File: src/rtl/timer_irq_ctrl.sv
// Timer interrupt arbiter: picks the highest enabled TIFR flag, runs the
// req/ack handshake with the CPU, then issues the flag-clear and I-clear strobes.
module timer_irq_ctrl #(
    parameter logic [15:0] VEC_BASE = 16'h0008,
    parameter int unsigned VEC_STEP = 2
) (
    input  logic        sysClock,
    input  logic        rst,
    input  logic [7:0]  TIFR_in,
    input  logic [7:0]  TIMSK_in,
    input  logic        global_ie,
    input  logic        irq_ack,
    output logic        irq_req,
    output logic [15:0] irq_vector,
    output logic [7:0]  TIFR_clear_data,
    output logic        TIFR_clear_enable,
    output logic        clear_I,
    output logic        busy
);

    typedef enum logic [1:0] {
        IDLE  = 2'd0,
        REQ   = 2'd1,
        CLEAR = 2'd2,
        HOLD  = 2'd3
    } state_t;

    localparam logic [15:0] VEC_STEP_W = 16'(VEC_STEP);

    state_t      state_q, state_d;
    logic [2:0]  idx_q, idx_d;
    logic        req_q, req_d;
    logic [15:0] vec_q, vec_d;
    logic [7:0]  clr_data_q, clr_data_d;
    logic        clr_en_q, clr_en_d;
    logic        clear_i_q, clear_i_d;

    logic [7:0]  pending;
    logic [2:0]  sel_idx;

    // Vector table runs downwards in priority: idx 7 sits at VEC_BASE.
    function automatic logic [15:0] vec_of(input logic [2:0] idx);
        return VEC_BASE + VEC_STEP_W * (16'd7 - {13'd0, idx});
    endfunction

    assign pending = TIFR_in & TIMSK_in;

    always_comb begin
        sel_idx = 3'd0;
        for (int i = 0; i < 8; i++) begin
            if (pending[i]) begin
                sel_idx = 3'(i);
            end
        end
    end

    // Handshake: irq_req stays high with a stable irq_vector until the cycle
    // irq_ack is sampled high; ack wins over a simultaneous withdraw, and an
    // ack seen while irq_req is low is ignored.
    always_comb begin
        state_d    = state_q;
        idx_d      = idx_q;
        req_d      = 1'b0;
        vec_d      = vec_q;
        clr_data_d = 8'h00;
        clr_en_d   = 1'b0;
        clear_i_d  = 1'b0;
        case (state_q)
            IDLE: begin
                if (global_ie && (pending != 8'h00)) begin
                    state_d = REQ;
                    idx_d   = sel_idx;
                    req_d   = 1'b1;
                    vec_d   = vec_of(sel_idx);
                end
            end
            REQ: begin
                if (irq_ack) begin
                    state_d    = CLEAR;
                    clr_en_d   = 1'b1;
                    clr_data_d = 8'b0000_0001 << idx_q;
                    clear_i_d  = 1'b1;
                end else if (!global_ie || !pending[idx_q]) begin
                    state_d = IDLE;
                end else begin
                    req_d = 1'b1;
                end
            end
            CLEAR: state_d = HOLD;
            HOLD:  state_d = IDLE;
            default: state_d = IDLE;
        endcase
    end

    always_ff @(posedge sysClock) begin
        if (rst) begin
            state_q    <= IDLE;
            idx_q      <= 3'd0;
            req_q      <= 1'b0;
            vec_q      <= 16'h0000;
            clr_data_q <= 8'h00;
            clr_en_q   <= 1'b0;
            clear_i_q  <= 1'b0;
        end else begin
            state_q    <= state_d;
            idx_q      <= idx_d;
            req_q      <= req_d;
            vec_q      <= vec_d;
            clr_data_q <= clr_data_d;
            clr_en_q   <= clr_en_d;
            clear_i_q  <= clear_i_d;
        end
    end

    assign irq_req           = req_q;
    assign irq_vector        = vec_q;
    assign TIFR_clear_data   = clr_data_q;
    assign TIFR_clear_enable = clr_en_q;
    assign clear_I           = clear_i_q;
    assign busy              = (state_q != IDLE);

endmodule

File: config.mk
export PLATFORM = sky130hd
export DESIGN_NAME = timer_irq_ctrl
export DESIGN_NICKNAME = d
export VERILOG_FILES = /design/src/rtl/timer_irq_ctrl.sv
export SDC_FILE = /design/constraint.sdc
export NUM_CORES = 1
export LEC_CHECK = 0
export BUFFER_PORTS_ARGS = -buffer_cell sky130_fd_sc_hd__clkbuf_2
export CAP_MARGIN = 40
export CORE_MARGIN = 4
export CORE_UTILIZATION = 27
export DETAILED_ROUTE_END_ITERATION = 7
export GPL_ROUTABILITY_DRIVEN = 0
export MAX_ROUTING_LAYER = met4
export SETUP_SLACK_MARGIN = 0.1
export SYNTH_ARGS = -nofsm -noshare
export SYNTH_HDL_FRONTEND = slang
export SYNTH_SLANG_ARGS = --single-unit
File: constraint.sdc
create_clock -name sysClock -period 1.7 [get_ports sysClock]
set_input_delay 0.17 -clock sysClock [delete_from_list [all_inputs] [get_ports sysClock]]
set_output_delay 0.17 -clock sysClock [all_outputs]
set_load 0.02 [all_outputs]
==> results.py <==
metrics = {
    "sta": {
        "worstMarginPinSlew_ns": 0.5124,
        "setup_violations": 0,
        "relSlewSlack_pct": 65.84,
        "fin_crit_sh_pct": 86.15,
        "rsz0062_at_grt": "false",
        "setup_ws_ns": 0.2354,
        "finalHoldViolations": 0,
        "clock_skew_ns": 0.008643,
        "fin_crit_ns": 1.465,
        "tns_ns": 0,
        "drv_slew": 0,
        "timing.fmax_mhz": 682.8,
    },
    "cells_and_area": {
        "register_area_sq_um": 360.3,
        "layout-drive-gt1-share_pct": 32.37,
        "fin_nets": 160,
        "n_fill_cell": 350,
        "antenna_cells": 0,
        "multi_input_area_sq_um": 467.9,
        "synthToLayoutAreaGrowth_pct": 24.28,
    },
    "grt": {
        "antenna_found_initial": 0,
        "use_met3_pct": 3.571,
        "grt_pass1_wl_um": 3146,
        "grt_util_met1_pct": 11.52,
        "grt_use_met2_pct": 15.24,
        "grt_pass1_vias": 704,
        "grt_max_degree": 12,
        "overflow": 0,
        "track_usage_pct": 9.707,
        "grt-busiest-layer": "met2",
    },
    "route": {
        "wl_per_cell_um": 11.67,
        "antenna_left": 0,
        "drt-total-wl_um": 2136,
        "vias": 826,
        "first_pass_iters": 4,
        "drt_iter0_markers": 49,
        "via_per_inst": 4.514,
        "drc_errors": 0,
    },
    "setup_path": {
        "required_ns": 1.90,
        "crit_chain": "or3b_4 -> a41oi_4 -> buf_12 -> nor3b_1 -> a41o_1",
        "cpMaxStageDelayCell": "or3b_4",
        "critPathMaxStageDelay_ns": 0.41,
        "cp.arrival_ns": 1.67,
        "end_kind": "flip-flop",
        "cp.depth": 5,
        "crit_family": "simple AND/OR/NAND/NOR gates",
        "cp_max_fo": 10,
        "path_class": "reg2reg",
        "crit_start": "state_q[0]",
        "reg2reg_from": "state_q[0]",
        "reg2reg_to": "irq_vector[1]",
        "path_buf_inv": 1,
        "rrSetupSlack_ns": 0.24,
        "worstSetupStartpointType": "flip-flop",
        "crit_path_end": "irq_vector[1]",
        "reg2reg_depth": 5,
    },
    "floorplan": {
        "die_x_um": 66.12,
        "io_pins": 48,
        "die_y_um": 66.12,
        "die-area_sq_um": 4372,
        "rows": 20,
        "initial_core_util_pct": 28.93,
        "core_sq_um": 3153,
    },
    "cts": {
        "cts_resized": 0,
        "clock_latency_ns": 0.30,
        "post_cts_buffers": 0,
        "cts_made_buffers": 3,
        "cts_hold_buffers": 0,
        "cts-root-buf": "clkbuf_4",
        "path_clk_slew_ns": 0.10,
        "clock-sinks": 18,
        "cts_tree": "yes",
        "cts_buffer_depth": 2,
        "htreeDepth": 1,
    },
    "run_status": {
        "status": "completed",
    },
    "pwr": {
        "power_leakage_nw": 0.5101,
        "powerDensity_nw_per_um2": 834.7,
        "ir_drop_v": 0.0003560,
        "finalPower_uw": 946.2,
    },
    "synth": {
        "syn_area_sq_um": 912.1,
        "synth-main-ff-cell": "dfxtp_1",
        "ys_warn_count": 0,
        "synth.most_common_cell": "dfxtp_1",
        "synthArstFlopShare_pct": 0,
        "synth_area_leaders": "dfxtp_1, buf_4, nor2_1",
        "synth_area_per_cell_sq_um": 8.856,
        "synth_edf_count": 0,
        "synth_top_cell_area_share_pct": 39.51,
        "ys_seq_area_share_pct": 39.51,
        "synth_commonest_cells": "dfxtp_1, buf_4, nor2_1",
        "syn_inst": 103,
        "synth_seq_cells": 18,
        "synth_largest_area_cell": "dfxtp_1",
        "yosysUniqueCellTypes": 34,
    },
    "place": {
        "dp.final_hpwl_um": 1718,
        "portBuffers": 35,
        "dp_slack_ns": 0.1929,
    },
    "min_path": {
        "hp-class": "in2reg",
    },
    "run": {
        "maxCapViolCount": 0,
    },
}
layout make-up:
type	count	area share [%]
Tap cell	44	4.857
Sequential cell	18	31.79
Timing Repair Buffer	37	17.88
Inverter	3	0.9934
Multi-Input combinational cell	77	41.28
Clock buffer	4	3.201
stage by stage:
stage | util [%] | hold slack [ns] | cells | cell area (sq um)
after global routing | 35.95 | 0.1416 | 183 | 1134
final | 35.95 | 0.1552 | 183 | 1134
after global placement | 34.17 | 0.4694 | 178 | 1077
after floorplan | - | 0.2653 | 114 | 953.4
after CTS | 35.32 | 0.1469 | 182 | 1114
after detailed placement | 34.17 | 0.4809 | 178 | 1077
power by group:
part / total (mW) / switching (mW) / internal, mW
Combinational: 0.220 / 0.130 / 0.0901
Sequential: 0.465 / 0.0224 / 0.443
Clock: 0.261 / 0.130 / 0.131
worst min-delay path by stage:
stage                      from       end  slack, ns  depth (start not counted)
finish              TIMSK_in[7]  idx_q[0]       0.16                          3
CTS                 TIMSK_in[7]  idx_q[0]       0.15                          3
global placement    TIMSK_in[7]  idx_q[0]       0.47                          3
global route        TIMSK_in[7]  idx_q[0]       0.14                          3
detailed placement  TIMSK_in[7]  idx_q[0]       0.48                          3
floorplan                   rst   clear_I       0.27                          1
placed cells by master, fill, tap and decap left out, types with 2 or more instances in the layout:
cell,netlist,routed
and2_1,5,5
clkbuf_4,0,3
nand3_1,3,3
inv_1,3,3
nor3_1,3,3
a21oi_1,2,2
nor2_1,14,14
dfxtp_1,18,18
a211oi_1,3,3
nand3b_1,2,2
conb_1,1,12
clkbuf_2,0,35
nand2_1,9,9
a22oi_1,4,4
mux2i_1,2,2
state kept, by name, summed over array words and instances, names as in the netlist, named ones only:
name / count
TIFR_clear_data: 8
clear_I: 1
idx_q: 2
irq_req: 1
irq_vector: 4
state_q: 1
routing by layer:
layer  vias up  wire [um]
li1        415          -
met1       367        887
met2        40        992
met3         4        234
met4         0         22
met5         -          0
tightest hold or removal path, delay by kind of cell:
family,cells,cell delay (ns)
simple gates,1,0.06
compound gates,1,0.09
buf+inv,1,0.10
logic make-up (layout without fill, tap and decap cells):
group                  count (synthesis)  in the layout  synth area share, %
AND/OR/NAND/NOR                       42             42                23.18
buffers and inverters                 19             44                13.72
flip-flops                            18             18                39.51
AO/OA/AOI/OAI                         20             20                18.52
multiplexers                           3              3                4.664
other                                  1             12               0.4111
Note: power is estimated with default switching activity, not from simulation.
